File: src/rtl/mem_port_arbiter.sv
// mem_port_arbiter: shares one single-port synchronous RAM between instruction
// fetch and execute-stage loads/stores. Holds one pending EX request, aligns
// byte lanes, and sign/zero-extends load data back to writeback.
module mem_port_arbiter #(
    parameter int RD_LAT     = 1,
    parameter int STARVE_MAX = 4
) (
    input  logic        clk,
    input  logic        rst_n,
    input  logic [31:0] EX_MEMaddr,
    input  logic [3:0]  EX_MEMrden,
    input  logic        EX_MEMrden_SEXT,
    input  logic [3:0]  EX_MEMwren,
    input  logic [31:0] EX_MEMwrdata,
    input  logic        if_req,
    input  logic [31:0] if_addr,
    output logic        if_gnt,
    output logic        if_rvld,
    output logic [31:0] if_rdata,
    output logic        MEM_x_rd_vld,
    output logic [31:0] MEM_x_rd,
    output logic        ex_stall,
    output logic        ex_ovf,
    output logic        ex_misalign,
    output logic [31:0] ram_addr,
    output logic        ram_rden,
    output logic [3:0]  ram_wren,
    output logic [31:0] ram_wrdata,
    input  logic [31:0] ram_rdata
);

    localparam logic [0:0] S_IDLE    = 1'b0;
    localparam logic [0:0] S_RD_WAIT = 1'b1;

    localparam int              SC_W       = $clog2(STARVE_MAX + 1);
    localparam logic [1:0]      CNT_LAST   = 2'(RD_LAT);
    localparam logic [SC_W-1:0] STARVE_LIM = SC_W'(STARVE_MAX);

    // Read-in-flight tracking
    logic [0:0]      state_q, state_d;
    logic [1:0]      cnt_q, cnt_d;
    logic            rd_is_ex_q, rd_is_ex_d;
    logic [1:0]      rd_lo_q, rd_lo_d;
    logic [3:0]      rd_mask_q, rd_mask_d;
    logic            rd_sext_q, rd_sext_d;

    // One-entry EX request buffer
    logic            buf_vld_q, buf_vld_d;
    logic [31:0]     buf_addr_q, buf_addr_d;
    logic [3:0]      buf_rden_q, buf_rden_d;
    logic [3:0]      buf_wren_q, buf_wren_d;
    logic            buf_sext_q, buf_sext_d;
    logic [31:0]     buf_wrdata_q, buf_wrdata_d;

    logic [SC_W-1:0] starve_q, starve_d;

    // Registered read results
    logic            if_rvld_q, if_rvld_d;
    logic [31:0]     if_rdata_q, if_rdata_d;
    logic            mem_vld_q, mem_vld_d;
    logic [31:0]     mem_rd_q, mem_rd_d;

    // Issue decision
    logic            new_ex, free, starve_hit, capture;
    logic            issue_if, issue_buf, issue_new, issue_ex;
    logic [31:0]     sel_addr, sel_wrdata;
    logic [3:0]      sel_rden, sel_wren;
    logic            sel_sext, sel_ld;
    logic [7:0]      lanes;

    // Fetch addresses are word aligned; the low bits carry no information.
    logic unused_if_addr_lo;
    assign unused_if_addr_lo = ^if_addr[1:0];

    // Shift a lane mask to its byte offset; bits [7:4] are lanes past the word.
    function automatic logic [7:0] lane_shift(input logic [3:0] mask, input logic [1:0] lo);
        return {4'b0000, mask} << lo;
    endfunction

    // Right-align the addressed lanes, then extend from the top lane of the access.
    function automatic logic [31:0] extend_load(input logic [31:0] word, input logic [1:0] lo,
                                                input logic [3:0] mask, input logic sext);
        logic [31:0] sh;
        sh = word >> {lo, 3'b000};
        if (mask[3])      return sh;
        else if (mask[2]) return {{8{sext & sh[23]}}, sh[23:0]};
        else if (mask[1]) return {{16{sext & sh[15]}}, sh[15:0]};
        else              return {{24{sext & sh[7]}}, sh[7:0]};
    endfunction

    assign if_rvld      = if_rvld_q;
    assign if_rdata     = if_rdata_q;
    assign MEM_x_rd_vld = mem_vld_q;
    assign MEM_x_rd     = mem_rd_q;
    assign ex_stall     = buf_vld_q;

    // Arbitrate the port, drive the RAM, update buffer/FSM/starvation next-state.
    always_comb begin
        new_ex     = |(EX_MEMrden | EX_MEMwren);
        free       = (state_q == S_IDLE) || (cnt_q == CNT_LAST);
        capture    = (state_q == S_RD_WAIT) && (cnt_q == CNT_LAST);
        starve_hit = if_req && (starve_q == STARVE_LIM);

        // Nothing issues while reset is asserted, so the RAM strobes stay quiet.
        issue_if  = 1'b0;
        issue_buf = 1'b0;
        issue_new = 1'b0;
        if (rst_n && free) begin
            if (starve_hit)     issue_if  = 1'b1;
            else if (buf_vld_q) issue_buf = 1'b1;
            else if (new_ex)    issue_new = 1'b1;
            else if (if_req)    issue_if  = 1'b1;
        end
        issue_ex = issue_buf | issue_new;

        sel_addr   = issue_buf ? buf_addr_q   : EX_MEMaddr;
        sel_rden   = issue_buf ? buf_rden_q   : EX_MEMrden;
        sel_wren   = issue_buf ? buf_wren_q   : EX_MEMwren;
        sel_sext   = issue_buf ? buf_sext_q   : EX_MEMrden_SEXT;
        sel_wrdata = issue_buf ? buf_wrdata_q : EX_MEMwrdata;
        sel_ld     = |sel_rden;
        lanes      = lane_shift(sel_ld ? sel_rden : sel_wren, sel_addr[1:0]);

        if_gnt      = issue_if;
        ram_addr    = 32'h0;
        ram_rden    = 1'b0;
        ram_wren    = 4'h0;
        ram_wrdata  = 32'h0;
        ex_misalign = 1'b0;
        if (issue_if) begin
            ram_addr = {if_addr[31:2], 2'b00};
            ram_rden = 1'b1;
        end else if (issue_ex) begin
            ram_addr    = {sel_addr[31:2], 2'b00};
            ex_misalign = |lanes[7:4];
            if (sel_ld) begin
                ram_rden = 1'b1;
            end else begin
                ram_wren   = lanes[3:0];
                ram_wrdata = sel_wrdata << {sel_addr[1:0], 3'b000};
            end
        end

        // A slot drained this cycle can take the incoming request straight away.
        buf_vld_d    = buf_vld_q & ~issue_buf;
        buf_addr_d   = buf_addr_q;
        buf_rden_d   = buf_rden_q;
        buf_wren_d   = buf_wren_q;
        buf_sext_d   = buf_sext_q;
        buf_wrdata_d = buf_wrdata_q;
        ex_ovf       = 1'b0;
        if (rst_n && new_ex && !issue_new) begin
            if (!buf_vld_d) begin
                buf_vld_d    = 1'b1;
                buf_addr_d   = EX_MEMaddr;
                buf_rden_d   = EX_MEMrden;
                buf_wren_d   = EX_MEMwren;
                buf_sext_d   = EX_MEMrden_SEXT;
                buf_wrdata_d = EX_MEMwrdata;
            end else begin
                ex_ovf = 1'b1;
            end
        end

        state_d    = state_q;
        cnt_d      = cnt_q;
        rd_is_ex_d = rd_is_ex_q;
        rd_lo_d    = rd_lo_q;
        rd_mask_d  = rd_mask_q;
        rd_sext_d  = rd_sext_q;
        if (state_q == S_RD_WAIT) begin
            if (capture) state_d = S_IDLE;
            else         cnt_d   = 2'(cnt_q + 2'd1);
        end
        if (issue_if || (issue_ex && sel_ld)) begin
            state_d    = S_RD_WAIT;
            cnt_d      = 2'd1;
            rd_is_ex_d = issue_ex;
            rd_lo_d    = sel_addr[1:0];
            rd_mask_d  = sel_rden;
            rd_sext_d  = sel_sext;
        end

        if_rvld_d  = capture & ~rd_is_ex_q;
        mem_vld_d  = capture & rd_is_ex_q;
        if_rdata_d = if_rvld_d ? ram_rdata : if_rdata_q;
        mem_rd_d   = mem_vld_d ? extend_load(ram_rdata, rd_lo_q, rd_mask_q, rd_sext_q) : mem_rd_q;

        starve_d = starve_q;
        if (issue_if)                              starve_d = '0;
        else if (if_req && (starve_q < STARVE_LIM)) starve_d = SC_W'(starve_q + SC_W'(1));
    end

    // State, buffer and result registers; async reset abandons any read in flight.
    always_ff @(posedge clk or negedge rst_n) begin
        if (!rst_n) begin
            state_q      <= S_IDLE;
            cnt_q        <= 2'd0;
            rd_is_ex_q   <= 1'b0;
            rd_lo_q      <= 2'd0;
            rd_mask_q    <= 4'h0;
            rd_sext_q    <= 1'b0;
            buf_vld_q    <= 1'b0;
            buf_addr_q   <= 32'h0;
            buf_rden_q   <= 4'h0;
            buf_wren_q   <= 4'h0;
            buf_sext_q   <= 1'b0;
            buf_wrdata_q <= 32'h0;
            starve_q     <= '0;
            if_rvld_q    <= 1'b0;
            if_rdata_q   <= 32'h0;
            mem_vld_q    <= 1'b0;
            mem_rd_q     <= 32'h0;
        end else begin
            state_q      <= state_d;
            cnt_q        <= cnt_d;
            rd_is_ex_q   <= rd_is_ex_d;
            rd_lo_q      <= rd_lo_d;
            rd_mask_q    <= rd_mask_d;
            rd_sext_q    <= rd_sext_d;
            buf_vld_q    <= buf_vld_d;
            buf_addr_q   <= buf_addr_d;
            buf_rden_q   <= buf_rden_d;
            buf_wren_q   <= buf_wren_d;
            buf_sext_q   <= buf_sext_d;
            buf_wrdata_q <= buf_wrdata_d;
            starve_q     <= starve_d;
            if_rvld_q    <= if_rvld_d;
            if_rdata_q   <= if_rdata_d;
            mem_vld_q    <= mem_vld_d;
            mem_rd_q     <= mem_rd_d;
        end
    end

endmodule

File: config.mk
export PLATFORM = sky130hd
export DESIGN_NAME = mem_port_arbiter
export DESIGN_NICKNAME = d
export VERILOG_FILES = /design/src/rtl/mem_port_arbiter.sv
export SDC_FILE = /design/constraint.sdc
export NUM_CORES = 1
export LEC_CHECK = 0
export CAP_MARGIN = 20
export CORE_MARGIN = 4
export CORE_UTILIZATION = 47
export DETAILED_ROUTE_END_ITERATION = 12
export PLACE_DENSITY_LB_ADDON = 0.1
export SETUP_SLACK_MARGIN = 0.05
export SLEW_MARGIN = 20
export SYNTH_ARGS = -nofsm -noshare
export SYNTH_HDL_FRONTEND = slang
export SYNTH_SLANG_ARGS = --single-unit
File: constraint.sdc
create_clock -name clk -period 3.3 [get_ports clk]
set_clock_uncertainty 0.2 [all_clocks]
set_input_delay 0.495 -clock clk [delete_from_list [all_inputs] [get_ports clk]]
set_output_delay 0.495 -clock clk [all_outputs]
set_load 0.1 [all_outputs]
==> results of run 1 <==
-- worst paths after layout --
| check | start | endpoint | slack (ps) | cells past startpoint |
|---|---|---|---|---|
| worst min-delay path | rst_n | if_rdata[10] | 70 | 2 |
| worst max register to register | cnt_q[1] | rd_sext_q | 870 | 12 |
| min in group clk | if_rdata[16] | if_rdata[16] | 280 | 2 |
| worst min register to register | if_rdata[16] | if_rdata[16] | 280 | 2 |
| max in group asynchronous | rst_n | buf_wrdata_q[25] | 2280 | 2 |
| worst max-delay path | cnt_q[1] | ram_wren[3] | -130 | 10 |
-- kinds of logic (layout without fill, tap and decap cells) --
logic type               count (synthesis)  in the layout  synth area share
multiplexers                           212            213            0.2671
XOR/XNOR                                 2              2          0.002048
adder cells (fa/ha/maj)                  3              3          0.004388
buffers and inverters                   69            398           0.04651
AO/OA/AOI/OAI                          181            181            0.1277
flip-flops                             153            153            0.4476
AND/OR/NAND/NOR                        200            200            0.1043
other                                    1              2         0.0004384
-- state kept, by name, summed over array words and instances (netlist names), 2 cells and up --
signal        count
MEM_x_rd         32
buf_addr_q       32
buf_wrdata_q     32
if_rdata         32
buf_rden_q        4
buf_wren_q        4
rd_mask_q         3
starve_q          3
cnt_q             2
rd_lo_q           2
-- placed cells by master (no fill, tap or decap), types with 20 or more instances in the layout --
cell type / count
nand2_1: 104
clkbuf_16: 20
buf_12: 88
mux2_2: 112
mux2i_1: 68
o21ai_0: 23
nor2_1: 39
o21ai_2: 31
dfrtp_1: 152
a21oi_1: 42
buf_4: 116
clkdlybuf4s50_1: 136
-- area by class of cell --
type,count,share of cell area
Multi-Input combinational cell,601,0.3664
Timing Repair Buffer,354,0.2996
Sequential cell,153,0.2698
Clock buffer,17,0.02995
Tap cell,229,0.02017
Clock inverter,15,0.01092
Inverter,12,0.003171
-- Yosys cell counts (all sizes together) (2+ instances only) --
cell type | instances | share of area
a211o | 5 | 0.0051
a211oi | 11 | 0.0097
a21o | 2 | 0.0018
a21oi | 60 | 0.036
a22o | 8 | 0.0082
a22oi | 8 | 0.0070
a31oi | 9 | 0.0066
buf | 38 | 0.033
clkbuf | 19 | 0.0083
dfrtp | 153 | 0.45
ha | 3 | 0.0044
inv | 12 | 0.0053
mux2 | 114 | 0.15
mux2i | 98 | 0.12
nand2 | 105 | 0.046
nand2b | 7 | 0.0060
nand3 | 7 | 0.0047
nand3b | 2 | 0.0018
nor2 | 49 | 0.022
nor2b | 11 | 0.0083
nor3 | 2 | 0.0012
nor4b | 2 | 0.0028
o211ai | 17 | 0.015
o21ai | 54 | 0.032
o22ai | 2 | 0.0015
or3 | 10 | 0.0073
xnor2 | 2 | 0.0020
-- routing by layer --
layer  share of wire  vias to the layer above  track usage
li1                -                     3592            -
met1            0.40                     3805       0.3088
met2            0.50                      269       0.4273
met3           0.079                       60      0.07870
met4           0.030                        2      0.09055
met5         0.00030                        -            0
-- power groups by stage --
stage / clock (mW) / sequential (mW) / combinational (mW)
final: 1.94 / 3.27 / 8.59
after CTS: 1.97 / 3.22 / 8.36
after global routing: 2.05 / 3.37 / 8.97
after global placement: 0 / 3.21 / 8.03
after detailed placement: 0 / 3.25 / 8.13
after floorplan: 0 / 5.95 / 3.25
-- per-stage QoR --
stage / cell area [sq um] / instances / worst slack [ps]
floorplan: 9079 / 822 / -57.84
global placement: 12810 / 1321 / -12.76
detailed placement: 12810 / 1321 / -15.85
CTS: 13790 / 1367 / -148.7
global route: 14210 / 1381 / -207.5
finish: 14210 / 1381 / -132.9
-- critical path: cells and delay by family (launching register included) --
family / cells / cell delay [ps]
adder cells (fa/ha/maj): 1 / 120
AO/OA/AOI/OAI: 1 / 130
flip-flops: 1 / 400
multiplexers: 2 / 670
buffers and inverters: 4 / 530
AND/OR/NAND/NOR: 2 / 450
-- what timing repair did --
action,in CTS,in global routing
gates cloned,3,3
setup buffers,12,10
setup endpoints to repair,67,67
hold endpoints to repair,5,5
resized for setup,51,51
pin swaps,16,9
==> key figures, run 1 <==
Worst setup path
  • Endpoint class of the critical path: output pin
  • Crit-path slowest cell: dfrtp_1
  • Most frequent CP cell: buf_12
  • Slowest Stage Delay on Critical Path: 400 ps
  • CP arrival: 2740 ps
  • Critical Path Fanout Max: 13
  • Critical-path cell list: inv_2, ha_4, nand2b_4, and4_4, buf_4, buf_12, mux2i_4, mux2i_2, o22ai_4, buf_12
  • CP Data Required Time: 2600 ps
  • Kind of critical path: reg2out
  • CP Launch Type: flop

STA
  • TNS Setup: -2759 ps
  • Rel. slew slack: 0.3831
  • Fmax: 0.2913 GHz
  • WHS: 68.85 ps
  • Min Tclk post-route: 3433 ps
  • Final setup vio count: 55
  • Final Hold Fails: 0
  • Final WS setup: -132.9 ps
  • Unrepaired setup endpoints after global routing: yes
  • Worst Tran Pin Value: 923.0 ps
  • Fin crit share: 1.040
  • Slew Viols, Final: 0

GRT
  • Global-route wire length before repair: 41570 um
  • Pin count of the biggest net entering global routing: 149
  • Initial antenna violation count: 1
  • Overflow after GRT: 0
  • Global Route Usage Sum: 0.2540
  • Vias in the first global route: 7857

Detailed routing
  • Total length of routed wires: 27070 um
  • DRT Pass-1 Iters: 5
  • Vias per inst: 5.596
  • Antenna-violating nets left: 0
  • DRT iter0 DRCs: 413
  • WL/cell: 19.60 um
  • DR vias: 7728
  • DRC: 0

Die
  • Ports: 279
  • Row count: 49
  • Die Area: 20420 sq um
  • DIE WIDTH: 142.9 um
  • Core ar.: 17900 sq um
  • Initial core utilization: 0.4778
  • Die Y: 142.9 um

Clock network
  • Clock Path Buffers: 2
  • CTS tree: built
  • Clk root buf: clkbuf_16
  • Clk_lat worst skew: 420 ps
  • Cts bufs inserted: 17
  • H-Tree Depth: 4
  • CTS clk-pin slew, worst paths: 70 ps
  • # clock sinks: 153

Final layout
  • # diodes: 0
  • Fillers: 1105
  • Synth-to-layout area growth: 66.07%
  • Nets: 1282
  • Layout cell share with drive strength beyond 1: 0.4271
  • Final Util: 0.7935
  • Register area: 3832 sq um
  • Footprint of the multi-input gates: 5205 sq um

Logic synthesis
  • Netlist Area Pre-Place: 8554 sq um
  • Seq/Total Area, Yosys: 0.4476
  • Ys async rst share: 1.000
  • EDFF count, synth: 0
  • Ys flop type: dfrtp_1
  • Mapped Cells: 821
  • Synth Register Bits: 153
  • Synth cell types: 49
  • Post-synthesis average cell area: 10.42 sq um
  • YS warnings: 0

Power and ir drop
  • Leak: 5.925 nW
  • Clock power share: 0.141
  • Switching pwr: 7.304 mW
  • Overall Power: 13.80 mW
  • Comb pwr share: 0.622
  • Worst IR drop on VDD: 1.124 mV
  • PD cells: 971.3 nW/um^2
  • Pint: 6.495 mW
  • Sw Share: 0.5293
  • Flop pwr share: 0.237

Placed design
  • HPWL after detailed placement: 18550 um
  • Gpl congestion: 0.8338
  • PortBufs: 274

Run status
  • Failing checks: negative setup slack
  • Status: complete, but fails checks

Hold path
  • Hold WC Path Type: in2async

Run
  • MaxCap Viol Count: 0
Note: power is estimated with default switching activity, not from simulation.
==> inputs of run 2 (changes only) <==
- CORE_ASPECT_RATIO: unset -> 1.75
==> run 2 against run 1 <==
Setup slack got worse by 23 ps. The run ends with negative hold slack, negative setup slack left. Final cell count rose by 1.7%. Die area increased by 0.42%. Via count down 0.28%. Global-route usage up 1.1 points. Count of clock-buffer cells in the layout rose by 1. Critical path type unchanged.
==> key figures, run 2 (same netlist as run 1, synthesis figures left out) <==
Worst setup path
  • Worst path bufs/invs: 5 (+1)
  • Most frequent CP cell: buf_12
  • CP Data Required Time: 2600 ps (about the same)
  • Reg2Reg Setup Slack: 630 ps (-240 ps)
  • Endpoint class of the critical path: output pin
  • Worst path top cell family by delay: buffers and inverters
  • Crit-path slowest cell: dfrtp_1
  • Critical-path cell list: inv_2, ha_4, nand2b_4, and4_4, mux2i_4, buf_6, buf_12, buf_8, o211ai_1, a21oi_4, buf_12
  • Critical Path Fanout Max: 8 (-5)
  • CP arrival: 2760 ps (+20 ps)
  • Slowest Stage Delay on Critical Path: 400 ps (about the same)
  • CP Launch Type: flop
  • Kind of critical path: reg2out

GRT
  • Met2 Track Usage GR: 0.4743 (+0.04698)
  • Initial antenna violation count: 2 (+1)
  • Grt met3 use: 0.05400 (-0.02470)
  • Global routing's busiest layer: met2
  • Global Route Usage Sum: 0.2652 (+0.01124)
  • Pin count of the biggest net entering global routing: 59 (-60%)
  • Global-route wire length before repair: 42260 um (+1.7%)
  • Overflow after GRT: 0 (unchanged)
  • GR Layer Usage met1: 0.2882 (-0.02064)
  • Vias in the first global route: 7985 (+1.6%)

Final layout
  • Synth-to-layout area growth: 64.09%
  • Most common cell after layout, fill and taps aside: dfrtp_1
  • Nets: 1299 (+1.3%)
  • Final Util: 0.7810 (-0.01255)
  • Finished Layout Cells: 1405 (+1.7%)
  • Final Instance Area: 14040 sq um (-1.2%)
  • Leading cell types in the layout, fill and taps excluded: 152 x dfrtp_1, 137 x buf_4, 136 x clkdlybuf4s50_1, 112 x mux2_2, 104 x nand2_1
  • Layout cell share with drive strength beyond 1: 0.4217 (-0.005355)

Clock network
  • CTS Hold Bufs: 0
  • # clock sinks: 153 (unchanged)
  • CTS clk-pin slew, worst paths: 80 ps (about the same)
  • H-Tree Depth: 4 (unchanged)
  • Cts bufs inserted: 17 (unchanged)
  • Clock Path Buffers: 2 (unchanged)
  • Clk root buf: clkbuf_16
  • Clk_lat worst skew: 430 ps (about the same)
  • CTS tree: built

STA
  • Unrepaired setup endpoints after global routing: yes
  • WHS: -7.227 ps (-76.08 ps)
  • Worst Tran Pin Value: 768.8 ps (-154.2 ps)
  • Min Tclk post-route: 3456 ps (+23.29 ps)
  • Rel. slew slack: 0.4875 (+0.1044)
  • Fin crit share: 1.047 (+0.007057)
  • Slew Viols, Final: 0 (unchanged)
  • TNS Setup: -3631 ps (-871.7 ps)
  • Final WS setup: -156.2 ps (-23.29 ps)
  • Fmax: 0.2893 GHz (-0.67%)
  • Final Hold Fails: 2 (+2)
  • Final setup vio count: 35 (-36%)

Placed design
  • Pre-CTS setup slack: -80.76 ps (-64.92 ps)
  • HPWL after detailed placement: 20370 um (+9.8%)
  • Area after DPL: 12950 sq um (+1.1%)
  • PortBufs: 274 (unchanged)
  • Placed Instances: 1349 (+2.1%)
  • Gpl congestion: 0.9192 (+10%)

Run status
  • Failing checks: negative hold slack, negative setup slack
  • Status: complete, but fails checks

Die
  • Row count: 65 (+33%)
  • Die Area: 20510 sq um (+0.42%)
  • Die Y: 186.5 um (+30%)
  • DIE WIDTH: 110.0 um (-23%)
  • Core ar.: 17970 sq um (+0.40%)
  • Ports: 279 (unchanged)
  • Initial core utilization: 0.4759 (-0.001896)

Detailed routing
  • DRC: 0 (unchanged)
  • Antenna-violating nets left: 0 (unchanged)
  • DRT iter0 DRCs: 351 (-15%)
  • DRT Pass-1 Iters: 5 (unchanged)
  • Vias per inst: 5.485 (-2.0%)
  • DR vias: 7706 (-0.28%)
  • Total length of routed wires: 27920 um (+3.2%)
  • WL/cell: 19.87 um (+1.4%)

Power and ir drop
  • Leak: 5.932 nW (+0.12%)
  • Worst IR drop on VDD: 0.8393 mV (-25%)
  • PD cells: 968.9 nW/um^2 (-0.25%)

Run
  • MaxCap Viol Count: 0 (unchanged)

Hold path
  • Hold WC Path Type: in2async
[run 2: cell type report]
class	instances	area [sq um]
antenna	2	5.005
clock buffer	18	439.2
clock inverter	14	125.1
fill	1158	3936
inverter	12	45.04
multi-input combinational	601	5074
sequential	153	3832
tap	234	292.8
timing repair buffer	371	4224
[run 2: metrics by stage]
| stage | hold WS, ps | power [mW] |
|---|---|---|
| 6_report | -7.227 | 13.60 |
| 5_1_grt | 43.45 | 14.18 |
| 4_1_cts | 11.54 | 13.46 |
| 3_5_place_dp | 266.4 | 11.46 |
| 3_3_place_gp | 259.3 | 11.33 |
| 2_1_floorplan | -0.5910 | 9.203 |
[run 2: worst paths after layout]
| kind | from | end | depth (start not counted) |
|---|---|---|---|
| max reg2reg | cnt_q[0] | buf_wrdata_q[15] | 10 |
| min reg2reg | if_rdata[27] | if_rdata[27] | 2 |
| max in group asynchronous | rst_n | MEM_x_rd[28] | 3 |
| max | cnt_q[1] | ram_wrdata[31] | 11 |
| min | rst_n | rd_is_ex_q | 2 |
| min in group clk | if_rdata[27] | if_rdata[27] | 2 |
[run 2: per-layer routing]
layer,up-vias,share of wire
met2,284,0.54
li1,3611,-
met5,-,0
met3,79,0.062
met1,3732,0.35
met4,0,0.043
[run 2: where the power goes]
part           internal (mW)  switching, mW  total [mW]
Clock                   1.01          0.879        1.89
Combinational           2.66           5.88        8.55
Sequential              2.66          0.506        3.16
Total                   6.33           7.27        13.6
[run 2: timing repair]
action | in CTS | in global routing
pin swaps | 20 | 19
endpoints found under the setup margin | 59 | 67
cloned | 1 | 4
setup buffers | 7 | 10
resized for setup | 32 | 35
